### config.mk
export PLATFORM = sky130hd
export DESIGN_NAME = ps2_keycode_rx
export DESIGN_NICKNAME = d
export VERILOG_FILES = /design/src/rtl/ps2_pkg.sv /design/src/rtl/ps2_frame_rx.sv /design/src/rtl/ps2_keycode_rx.sv
export SDC_FILE = /design/constraint.sdc
export NUM_CORES = 1
export LEC_CHECK = 0
export CAP_MARGIN = 15
export CORE_MARGIN = 3
export CORE_UTILIZATION = 66
export DETAILED_ROUTE_END_ITERATION = 16
export DONT_BUFFER_PORTS = 1
export GPL_TIMING_DRIVEN = 0
export HOLD_SLACK_MARGIN = 0.12
export PLACE_DENSITY_LB_ADDON = 0.15
export SETUP_SLACK_MARGIN = 0.05
export SYNTH_ARGS = -nofsm -noshare
export SYNTH_HDL_FRONTEND = slang
export SYNTH_SLANG_ARGS = --single-unit
export TNS_END_PERCENT = 30
### constraint.sdc
create_clock -name Clk -period 3.5 [get_ports Clk]
set_input_delay 0.7 -clock Clk [delete_from_list [all_inputs] [get_ports Clk]]
set_output_delay 0.7 -clock Clk [all_outputs]
set_load 0.01 [all_outputs]
### src/rtl/ps2_pkg.sv
// rtl/ps2_pkg.sv - shared types, prefix bytes, HID codes and set-2 translation for the PS/2 receiver
package ps2_pkg;

    typedef enum logic [1:0] {
        IDLE   = 2'd0,
        DATA   = 2'd1,
        PARITY = 2'd2,
        STOP   = 2'd3
    } frame_state_t;

    localparam logic [7:0] PS2_EXT = 8'hE0;
    localparam logic [7:0] PS2_BRK = 8'hF0;

    localparam logic [7:0] HID_NONE  = 8'h00;
    localparam logic [7:0] HID_A     = 8'h04;
    localparam logic [7:0] HID_D     = 8'h07;
    localparam logic [7:0] HID_W     = 8'h1A;
    localparam logic [7:0] HID_S     = 8'h16;
    localparam logic [7:0] HID_SPACE = 8'h2C;
    localparam logic [7:0] HID_ENTER = 8'h28;
    localparam logic [7:0] HID_ESC   = 8'h29;
    localparam logic [7:0] HID_LEFT  = 8'h50;
    localparam logic [7:0] HID_RIGHT = 8'h4F;
    localparam logic [7:0] HID_UP    = 8'h52;
    localparam logic [7:0] HID_DOWN  = 8'h51;

    // Scan-code set 2 to HID usage for the keys the game logic cares about.
    function automatic logic [7:0] xlate(input logic ext, input logic [7:0] code);
        logic [7:0] hid;
        hid = HID_NONE;
        if (ext) begin
            case (code)
                8'h6B:   hid = HID_LEFT;
                8'h74:   hid = HID_RIGHT;
                8'h75:   hid = HID_UP;
                8'h72:   hid = HID_DOWN;
                default: hid = HID_NONE;
            endcase
        end else begin
            case (code)
                8'h1C:   hid = HID_A;
                8'h23:   hid = HID_D;
                8'h1D:   hid = HID_W;
                8'h1B:   hid = HID_S;
                8'h29:   hid = HID_SPACE;
                8'h5A:   hid = HID_ENTER;
                8'h76:   hid = HID_ESC;
                default: hid = HID_NONE;
            endcase
        end
        return hid;
    endfunction

endpackage

### src/rtl/ps2_frame_rx.sv
// rtl/ps2_frame_rx.sv - PS/2 pin synchroniser, falling-edge detect, 11-bit frame FSM and timeout
// Ports: Clk, Reset_n (async active-low); ps2_clk, ps2_data raw pins;
//        rx_byte (good byte), rx_strobe (1-cycle, byte valid), rx_err (1-cycle parity/stop/timeout error).
module ps2_frame_rx
    import ps2_pkg::*;
#(
    parameter int SYNC_STAGES    = 2,   // must be >= 2
    parameter int TIMEOUT_CYCLES = 100000
) (
    input  logic       Clk,
    input  logic       Reset_n,
    input  logic       ps2_clk,
    input  logic       ps2_data,
    output logic [7:0] rx_byte,
    output logic       rx_strobe,
    output logic       rx_err
);

    localparam int CW = $clog2(TIMEOUT_CYCLES);
    localparam logic [CW-1:0] CNT_LAST = CW'(TIMEOUT_CYCLES - 1);

    logic [SYNC_STAGES-1:0] clk_sync;
    logic [SYNC_STAGES-1:0] data_sync;
    logic                   clk_prev;
    logic                   clk_cur;
    logic                   data_cur;
    logic                   fall;

    frame_state_t state, state_n;
    logic [7:0]    shreg;
    logic [2:0]    bit_cnt;
    logic          par_bit;
    logic [CW-1:0] cnt;
    logic          timeout;
    logic          good;
    logic          bad;

    assign clk_cur  = clk_sync[SYNC_STAGES-1];
    assign data_cur = data_sync[SYNC_STAGES-1];
    assign fall     = clk_prev & ~clk_cur;
    // A fall arriving in the same cycle takes precedence over the timeout.
    assign timeout  = (state != IDLE) && !fall && (cnt == CNT_LAST);

    // Synchronisers reset to the idle-high bus level so release never fakes an edge.
    always_ff @(posedge Clk or negedge Reset_n) begin
        if (!Reset_n) begin
            clk_sync  <= '1;
            data_sync <= '1;
            clk_prev  <= 1'b1;
        end else begin
            clk_sync  <= {clk_sync[SYNC_STAGES-2:0], ps2_clk};
            data_sync <= {data_sync[SYNC_STAGES-2:0], ps2_data};
            clk_prev  <= clk_cur;
        end
    end

    always_ff @(posedge Clk or negedge Reset_n) begin
        if (!Reset_n) state <= IDLE;
        else          state <= state_n;
    end

    always_comb begin
        state_n = state;
        good    = 1'b0;
        bad     = 1'b0;
        if (fall) begin
            case (state)
                IDLE:    if (!data_cur) state_n = DATA;
                DATA:    if (bit_cnt == 3'd7) state_n = PARITY;
                PARITY:  state_n = STOP;
                STOP: begin
                    state_n = IDLE;
                    if (data_cur && (^{shreg, par_bit})) good = 1'b1;
                    else                                 bad  = 1'b1;
                end
                default: state_n = IDLE;
            endcase
        end else if (timeout) begin
            state_n = IDLE;
            bad     = 1'b1;
        end
    end

    always_ff @(posedge Clk or negedge Reset_n) begin
        if (!Reset_n) begin
            shreg     <= '0;
            bit_cnt   <= '0;
            par_bit   <= 1'b0;
            cnt       <= '0;
            rx_byte   <= '0;
            rx_strobe <= 1'b0;
            rx_err    <= 1'b0;
        end else begin
            rx_strobe <= good;
            rx_err    <= bad;
            if (good) rx_byte <= shreg;

            if (fall || state == IDLE || timeout) cnt <= '0;
            else                                  cnt <= cnt + CW'(1);

            if (fall) begin
                case (state)
                    IDLE:   bit_cnt <= 3'd0;
                    DATA: begin
                        shreg   <= {data_cur, shreg[7:1]};
                        bit_cnt <= bit_cnt + 3'd1;
                    end
                    PARITY: par_bit <= data_cur;
                    default: ;
                endcase
            end
        end
    end

endmodule

### src/rtl/ps2_keycode_rx.sv
// rtl/ps2_keycode_rx.sv - PS/2 keyboard receiver producing an HID-style held keycode
// Ports: Clk, Reset_n (async active-low); ps2_clk, ps2_data raw pins;
//        keycode/key_valid (held HID key, pulse on change), scancode/scan_strobe (last good byte),
//        frame_err (1-cycle pulse on parity, stop-bit or timeout error).
module ps2_keycode_rx
    import ps2_pkg::*;
#(
    parameter int SYNC_STAGES    = 2,
    parameter int TIMEOUT_CYCLES = 100000
) (
    input  logic       Clk,
    input  logic       Reset_n,
    input  logic       ps2_clk,
    input  logic       ps2_data,
    output logic [7:0] keycode,
    output logic       key_valid,
    output logic [7:0] scancode,
    output logic       scan_strobe,
    output logic       frame_err
);

    logic [7:0] rx_byte;
    logic       rx_strobe;
    logic       rx_err;
    logic       ext;
    logic       brk;
    logic [7:0] hid;

    ps2_frame_rx #(
        .SYNC_STAGES   (SYNC_STAGES),
        .TIMEOUT_CYCLES(TIMEOUT_CYCLES)
    ) u_frame (
        .Clk      (Clk),
        .Reset_n  (Reset_n),
        .ps2_clk  (ps2_clk),
        .ps2_data (ps2_data),
        .rx_byte  (rx_byte),
        .rx_strobe(rx_strobe),
        .rx_err   (rx_err)
    );

    assign frame_err = rx_err;
    assign hid       = xlate(ext, scancode);

    always_ff @(posedge Clk or negedge Reset_n) begin
        if (!Reset_n) begin
            scancode    <= '0;
            scan_strobe <= 1'b0;
        end else begin
            scan_strobe <= rx_strobe;
            if (rx_strobe) scancode <= rx_byte;
        end
    end

    // Decode works on the registered scancode during its strobe cycle.
    always_ff @(posedge Clk or negedge Reset_n) begin
        if (!Reset_n) begin
            ext       <= 1'b0;
            brk       <= 1'b0;
            keycode   <= '0;
            key_valid <= 1'b0;
        end else begin
            key_valid <= 1'b0;
            if (scan_strobe) begin
                if (scancode == PS2_EXT) begin
                    ext <= 1'b1;
                end else if (scancode == PS2_BRK) begin
                    brk <= 1'b1;
                end else begin
                    ext <= 1'b0;
                    brk <= 1'b0;
                    if (!brk && hid != HID_NONE) begin
                        keycode   <= hid;
                        key_valid <= (hid != keycode);
                    end else if (brk && hid != HID_NONE && hid == keycode) begin
                        // Only releasing the key currently shown clears it: last make wins.
                        keycode   <= HID_NONE;
                        key_valid <= 1'b1;
                    end
                end
            end
            if (frame_err) begin
                ext <= 1'b0;
                brk <= 1'b0;
            end
        end
    end

endmodule

==> results.sh, run 1 <==
export IMPL_status="finished, final reports clean"
export IMPL_placement_rows=25
export IMPL_startpoint_type="flop"
export IMPL_yosys_register_bits=65
export IMPL_fillerInstances=369
export IMPL_synth_yosys_warnings=0
export IMPL_synth_edff_count=0
export IMPL_period_minus_slack_ns=2.79
export IMPL_regArea_sq_um=1630
export IMPL_tns_ns=0
export IMPL_post_cts_repair_setup_buffers=0
export IMPL_path_cells="or3b_4 -> nor3_1 -> o21bai_1 -> a2111oi_0 -> o21ai_1 -> nor3_4 -> o21ai_1"
export IMPL_reg2reg_start="scancode[7]$_DFFE_PN0P_"
export IMPL_cap_viol_max_count=0
export IMPL_dp_worst_setup_slack_ns=0.712
export IMPL_synth_adder_area_share_pct=2.49
export IMPL_ctsRootBufferMaster="sky130_fd_sc_hd__clkbuf_8"
export IMPL_report_final_slew_viol_count=0
export IMPL_grt_pass1_vias=2684
export IMPL_share_of_the_yosys_chip_area_belonging_to_registers_pct=46.5
export IMPL_path_class="flop to flop"
export IMPL_ys_flop_type="sky130_fd_sc_hd__dfrtp_1"
export IMPL_power_leakage_nw=1.66
export IMPL_power_per_cell_area_nw_per_um2=491
export IMPL_hold_class="input pin to asynchronous set/reset pin"
export IMPL_die_area_sq_um=6230
export IMPL_fin_util_pct=77.5
export IMPL_timing_final_hold_violations=0
export IMPL_critical_path_required_ns=3.71
export IMPL_routed_via_density=6.30
export IMPL_timing_critical_path_slowest_cell_delay_ns=0.54
export IMPL_compound_gate_portion_of_the_synthesized_area_pct=11.2
export IMPL_synthCells=341
export IMPL_drt_antenna_violating_nets=0
export IMPL_post_synth_num_cell_types=64
export IMPL_first_iter_violations=228
export IMPL_wire_length_of_the_first_global_routing_pass_um=12900
export IMPL_io_pins=23
export IMPL_route_vias_total=2679
export IMPL_gp_congestion=0.972
export IMPL_initial_utilization_pct=71.0
export IMPL_die_width_um=78.9
export IMPL_arrival_ns=3.00
export IMPL_cp_common_cell="sky130_fd_sc_hd__o21ai_1"
export IMPL_layout_nets=364
export IMPL_clock_tree_from_tritoncts="done"
export IMPL_worst_skew_pair_late_latency_ns=0.34
export IMPL_die_height_um=78.9
export IMPL_placeableCoreArea_sq_um=4940
export IMPL_route_final_wire_length_um=7440
export IMPL_drc=0
export IMPL_finalCritPeriodShare_pct=79.6
export IMPL_ctsLongestPathBuffers=2
export IMPL_area_growth_syn_to_layout_pct=9.05
export IMPL_worst_setup_path_end_kind="flop"
export IMPL_cts_htree_levels=3
export IMPL_fmax_mhz=359
export IMPL_critical_path_slowest_cell="sky130_fd_sc_hd__dfrtp_1"
export IMPL_synth_area_sq_um=3510
export IMPL_clkTransAtPathRegs_ns=0.07
export IMPL_number_of_antenna_violations_at_the_first_check_in_global_routing=0
export IMPL_max_slew_margin_pct=60.2
export IMPL_overall_routing_resource_usage_pct=26.8
export IMPL_setup_skew_ns=0.0138
export IMPL_yosys_area_share_simple_pct=21.0
export IMPL_crit_start="scancode[7]$_DFFE_PN0P_"
export IMPL_post_route_worst_setup_slack_ns=0.713
export IMPL_multi_input_area_sq_um=1760
export IMPL_wl_per_cell_um=17.5
export IMPL_placement_io_buffers=0
export IMPL_synth_xor_xnor_area_share_pct=6.24
export IMPL_synth_area_mux_share_pct=9.30
export IMPL_diodes=0
export IMPL_cts_sink_count=65
export IMPL_grt_ovfl_total=0
export IMPL_synth_nets=352
export IMPL_pin_count_of_the_biggest_net_entering_global_routing=61
export IMPL_timing_worst_slew_pin_value_ns=0.594
export IMPL_firstDrtPassIters=4
export IMPL_cts_buffers=9
export IMPL_setup_repair_after_global_routing_missed_its_margin="no"
export IMPL_syn_mean_instance_area_sq_um=10.3
export IMPL_largest_fanout_on_the_critical_path=10
export IMPL_setup_violations=0
export IMPL_ys_async_sr_fraction_pct=100
export IMPL_dp_final_hpwl_um=5010
export IMPL_post_route_cells_drive_above_1_share_pct=17.0
export IMPL_power_ir_vdd_worst_uv=378
export IMPL_dominant_combinational_cell_family_by_area_after_synthesis="simple AND/OR/NAND/NOR gates"
## cells in the final DEF (no fill, tap or decap), types with 7 or more instances in the layout
master                     Yosys  layout
sky130_fd_sc_hd__a21oi_1       7       7
sky130_fd_sc_hd__nor2_1       34      34
sky130_fd_sc_hd__ha_1          7       7
sky130_fd_sc_hd__xor2_1       15      15
sky130_fd_sc_hd__clkbuf_1      9      10
sky130_fd_sc_hd__mux2_2       21      21
sky130_fd_sc_hd__dfrtp_1      60      60
sky130_fd_sc_hd__clkbuf_8      0      11
sky130_fd_sc_hd__nand3_1      15      15
sky130_fd_sc_hd__inv_1         9       9
sky130_fd_sc_hd__o21ai_0      12      12
sky130_fd_sc_hd__nand2_1      26      26
sky130_fd_sc_hd__mux2i_1       9       9
sky130_fd_sc_hd__xnor2_1      10      10
sky130_fd_sc_hd__o21ai_1       9       9
## per-stage QoR
step / hold slack (ns) / std cells / power, mW / instance area [sq um]
3_5_place_dp: 0.349 / 408 / 1.22 / 3590
5_1_grt: 0.180 / 425 / 1.99 / 3830
6_report: 0.202 / 425 / 1.88 / 3830
4_1_cts: 0.187 / 425 / 1.89 / 3830
2_1_floorplan: 0.345 / 341 / 1.14 / 3510
3_3_place_gp: 0.346 / 408 / 1.20 / 3590
## critical path, delay by kind of cell (launching register included)
family | cells | cell delay, ns
AND/OR/NAND/NOR | 3 | 1.23
AO/OA/AOI/OAI | 4 | 0.90
flip-flops | 1 | 0.54
## where the power goes
| part | switching [mW] | internal, mW |
|---|---|---|
| combinational | 0.201 | 0.150 |
| sequential | 0.0639 | 0.814 |
| clock | 0.282 | 0.368 |
## registers in the layout, summed over array words and instances, names as in the netlist
| name | cells |
|---|---|
| u_frame.data_sync | 2 |
| u_frame.rx_err | 1 |
| u_frame.rx_byte | 8 |
| brk | 1 |
| u_frame.clk_sync | 2 |
| key_valid | 1 |
| u_frame.clk_prev | 1 |
| u_frame.state | 2 |
| u_frame.cnt | 17 |
| u_frame.rx_strobe | 1 |
| u_frame.bit_cnt | 3 |
| scancode | 8 |
| u_frame.par_bit | 1 |
| u_frame.shreg | 8 |
| keycode | 7 |
| scan_strobe | 1 |
| ext | 1 |
## area by class of cell
| type | count | area share [%] |
|---|---|---|
| multi-input combinational | 251 | 46.1 |
| sequential | 65 | 42.6 |
| clock buffer | 12 | 4.05 |
| tap | 67 | 2.19 |
| buffer | 16 | 2.09 |
| clock inverter | 4 | 1.34 |
| inverter | 9 | 0.882 |
| timing repair buffer | 1 | 0.719 |
## final timing paths
check	endpoint	slack, ns	depth (start not counted)
worst max-delay path	keycode[0]$_DFFE_PN0P_	0.71	7
worst min-delay path	u_frame.clk_prev$_DFF_PN1_	0.20	0
worst max register to register	keycode[0]$_DFFE_PN0P_	0.71	7
worst min register to register	u_frame.data_sync[1]$_DFF_PN1_	0.36	0
max in group asynchronous	u_frame.cnt[13]$_DFF_PN0_	3.02	1
min in group Clk	u_frame.clk_sync[0]$_DFF_PN1_	0.35	0
## cell usage after synthesis (all sizes together) (5+ instances only)
master	number	share of area (%)
clkbuf	9	0.96
inv	9	0.96
a21oi	7	1.0
nand2	26	2.8
dfstp	5	3.7
ha	7	2.5
nor3	6	1.2
buf	7	1.3
o21ai	21	3.0
nor2	34	3.6
nor4	6	1.1
mux2i	9	2.6
dfrtp	60	43
xor2	15	3.7
xnor2	10	2.5
nand3	15	2.1
mux2	21	6.7
## what timing repair did
item,in CTS,in global routing
endpoints found under the hold margin,60,0
hold buffers,1,0
resized for setup,0,0
## logic make-up (layout without fill, tap and decap cells)
logic type | Yosys count | count (layout)
AO/OA/AOI/OAI | 55 | 55
AND/OR/NAND/NOR | 133 | 133
buffers and inverters | 25 | 42
adder cells (fa/ha/maj) | 7 | 7
flip-flops | 65 | 65
other | 1 | 1
multiplexers | 30 | 30
XOR/XNOR | 25 | 25
## routing by layer
layer,GRT usage [%],vias to the layer above,share of wire [%]
li1,-,1245,-
met1,35.1,1328,43
met2,43.1,97,48
met3,7.37,9,7.6
met4,9.28,0,0.97
met5,0,-,0
(Power assumes the default switching activity.)
==> run 2, diff against run 1 <==
--- a/config.mk
+++ b/config.mk
@@ -7,7 +7,7 @@
 export LEC_CHECK = 0
 export CAP_MARGIN = 15
 export CORE_MARGIN = 3
-export CORE_UTILIZATION = 66
+export CORE_UTILIZATION = 57
 export DETAILED_ROUTE_END_ITERATION = 16
 export DONT_BUFFER_PORTS = 1
 export GPL_TIMING_DRIVEN = 0
==> constraint.sdc (replaced) <==
create_clock -name Clk -period 2.36 [get_ports Clk]
set_input_delay 0.472 -clock Clk [delete_from_list [all_inputs] [get_ports Clk]]
set_output_delay 0.472 -clock Clk [all_outputs]
set_load 0.01 [all_outputs]
==> run 2 against run 1 <==
Against the previous run:
- the flow now finishes with violations (setup timing)
- setup slack got worse by 0.96 ns
- largest power group unchanged
- die area increased by 15%
- sequential share of layout area decreased by 1.9 points
- clock power increased by 31%
==> results.sh, run 2 (synthesized netlist as in run 1, its figures left out) <==
export IMPL_status="finished with violations"
export IMPL_failed_checks="setup timing"
export IMPL_worst_setup_path_end_kind="flop"
export IMPL_layout_common_cells="56 x sky130_fd_sc_hd__dfrtp_1, 34 x sky130_fd_sc_hd__nor2_1, 25 x sky130_fd_sc_hd__nand2_1"
export IMPL_period_minus_slack_ns=2.61
export IMPL_die_area_sq_um=7140
export IMPL_die_width_um=84.5
export IMPL_worst_path_dominant_cell_family="simple AND/OR/NAND/NOR gates"
export IMPL_first_iter_violations=160
export IMPL_dp_final_hpwl_um=4890
export IMPL_layout_nets=373
export IMPL_hold_class="flop to flop"
export IMPL_power_ir_vdd_worst_uv=531
export IMPL_placeableCoreArea_sq_um=5740
export IMPL_route_final_wire_length_um=7180
export IMPL_route_vias_total=2643
export IMPL_timing_worst_slew_pin_value_ns=0.543
export IMPL_number_of_antenna_violations_at_the_first_check_in_global_routing=0
export IMPL_firstDrtPassIters=4
export IMPL_critical_path_required_ns=2.57
export IMPL_post_route_cells_drive_above_1_share_pct=25.6
export IMPL_overall_routing_resource_usage_pct=21.5
export IMPL_fillerInstances=417
export IMPL_placement_rows=27
export IMPL_max_slew_margin_pct=63.3
export IMPL_timing_final_hold_violations=0
export IMPL_final_hold_worst_slack_ns=0.356
export IMPL_wl_per_cell_um=16.3
export IMPL_gp_congestion=0.870
export IMPL_cts_buffers=9
export IMPL_cts_htree_levels=3
export IMPL_power_leakage_nw=1.73
export IMPL_grt_pass1_vias=2700
export IMPL_worst_skew_pair_late_latency_ns=0.33
export IMPL_wire_length_of_the_first_global_routing_pass_um=12500
export IMPL_initial_utilization_pct=61.1
export IMPL_timing_critical_path_slowest_cell_delay_ns=0.46
export IMPL_clkTransAtPathRegs_ns=0.07
export IMPL_power_per_cell_area_nw_per_um2=671
export IMPL_pin_count_of_the_biggest_net_entering_global_routing=66
export IMPL_largest_fanout_on_the_critical_path=6
export IMPL_fin_util_pct=70.1
export IMPL_largest_reg_flops=17
export IMPL_drc=0
export IMPL_post_route_worst_setup_slack_ns=-0.251
export IMPL_fmax_mhz=383
export IMPL_ctsLongestPathBuffers=2
export IMPL_area_growth_syn_to_layout_pct=14.6
export IMPL_path_cells="buf_6 -> or3b_4 -> or3_4 -> a211oi_2 -> o21bai_1 -> a221o_1 -> nor3_4 -> buf_6 -> o21ai_2"
export IMPL_setup_violations=8
export IMPL_cp_common_cell="sky130_fd_sc_hd__buf_6"
export IMPL_cts_sink_count=65
export IMPL_placement_io_buffers=0
export IMPL_instances_no_fill=439
export IMPL_io_pins=23
export IMPL_die_height_um=84.5
export IMPL_setup_repair_after_global_routing_missed_its_margin="yes"
export IMPL_grt_ovfl_total=0
export IMPL_clock_tree_from_tritoncts="done"
export IMPL_diodes=0
export IMPL_arrival_ns=2.82
export IMPL_drt_antenna_violating_nets=0
export IMPL_placed_cells_incl_taps=413
export IMPL_layout_commonest_cell="sky130_fd_sc_hd__dfrtp_1"
export IMPL_cap_viol_max_count=0
export IMPL_startpoint_type="flop"
export IMPL_register_with_the_most_flip_flops="u_frame.cnt"
export IMPL_ctsRootBufferMaster="sky130_fd_sc_hd__clkbuf_8"
export IMPL_setup_skew_ns=0.0104
export IMPL_routed_via_density=6.02
export IMPL_path_buf_inv=2
export IMPL_finalCritPeriodShare_pct=111
export IMPL_path_class="flop to flop"
export IMPL_report_final_slew_viol_count=0
export IMPL_critical_path_slowest_cell="sky130_fd_sc_hd__dfrtp_2"
[run 2: cell count changes in the layout (fill, tap and decap cells not counted), sizes merged]
cell,change
clkbuf,+1
buf,+7
clkinv,-1
bufinv,-1
dlygate4sd3,+3
[run 2: worst register-to-register path, delay by kind of cell, from the launching register on]
family                 cells  cell delay [ns]
DFF                        1             0.46
AOI/OAI and AO/OA          4             0.78
buffers and inverters      2             0.30
and+or+nand+nor            3             0.95
[run 2: area by class of cell]
class	count	area, sq um	area share [%]
repair buffers	11	114	2.83
inverters	9	33.8	0.840
well taps	72	90.1	2.24
flip-flops and latches	65	1640	40.7
multi-input cells	251	1870	46.4
clock inverters	2	12.5	0.311
clock buffers	14	173	4.29
plain buffers	15	95.1	2.36
[run 2: timing repair]
item	CTS	global route
endpoints found under the setup margin	8	20
hold buffers	3	1
setup buffers	6	1
gates resized for setup	22	16
pin swaps	7	1
hold endpoints to repair	66	1
[run 2: worst paths after layout]
check / end / start / depth (start not counted) / slack (ns)
setup / recovery: keycode[6]$_DFFE_PN0P_ / scancode[3]$_DFFE_PN0P_ / 9 / -0.25
hold / removal: u_frame.clk_sync[1]$_DFF_PN1_ / u_frame.clk_sync[0]$_DFF_PN1_ / 0 / 0.36
max in group asynchronous: u_frame.clk_sync[1]$_DFF_PN1_ / Reset_n / 2 / 1.37
setup reg to reg: keycode[6]$_DFFE_PN0P_ / scancode[3]$_DFFE_PN0P_ / 9 / -0.25
hold reg to reg: u_frame.clk_sync[1]$_DFF_PN1_ / u_frame.clk_sync[0]$_DFF_PN1_ / 0 / 0.36
min in group asynchronous: scancode[0]$_DFFE_PN0P_ / Reset_n / 2 / 0.65
[run 2: report_power, final]
group          switching [mW]  internal (mW)  total (mW)  leakage [nW]
registers              0.0971           1.21        1.30         0.877
clock network           0.383          0.466       0.849        0.0927
logic                   0.299          0.249       0.548         0.765
[run 2: metal layers]
layer,track usage (%),share of wire (%),vias to the layer above
li1,-,-,1259
met1,27.4,43,1276
met2,34.9,48,90
met3,4.81,5.8,18
met4,9.64,2.4,0
met5,0,0,-
[run 2: stage by stage]
stage	power [mW]	worst slack [ns]	setup TNS [ns]	instance area [sq um]
6_report	2.70	-0.251	-1.91	4020
3_5_place_dp	1.80	-0.434	-3.37	3600
5_1_grt	2.86	-0.363	-2.76	4020
2_1_floorplan	1.70	-0.0827	-0.534	3510
4_1_cts	2.71	-0.218	-1.59	3950
3_3_place_gp	1.78	-0.418	-3.26	3600
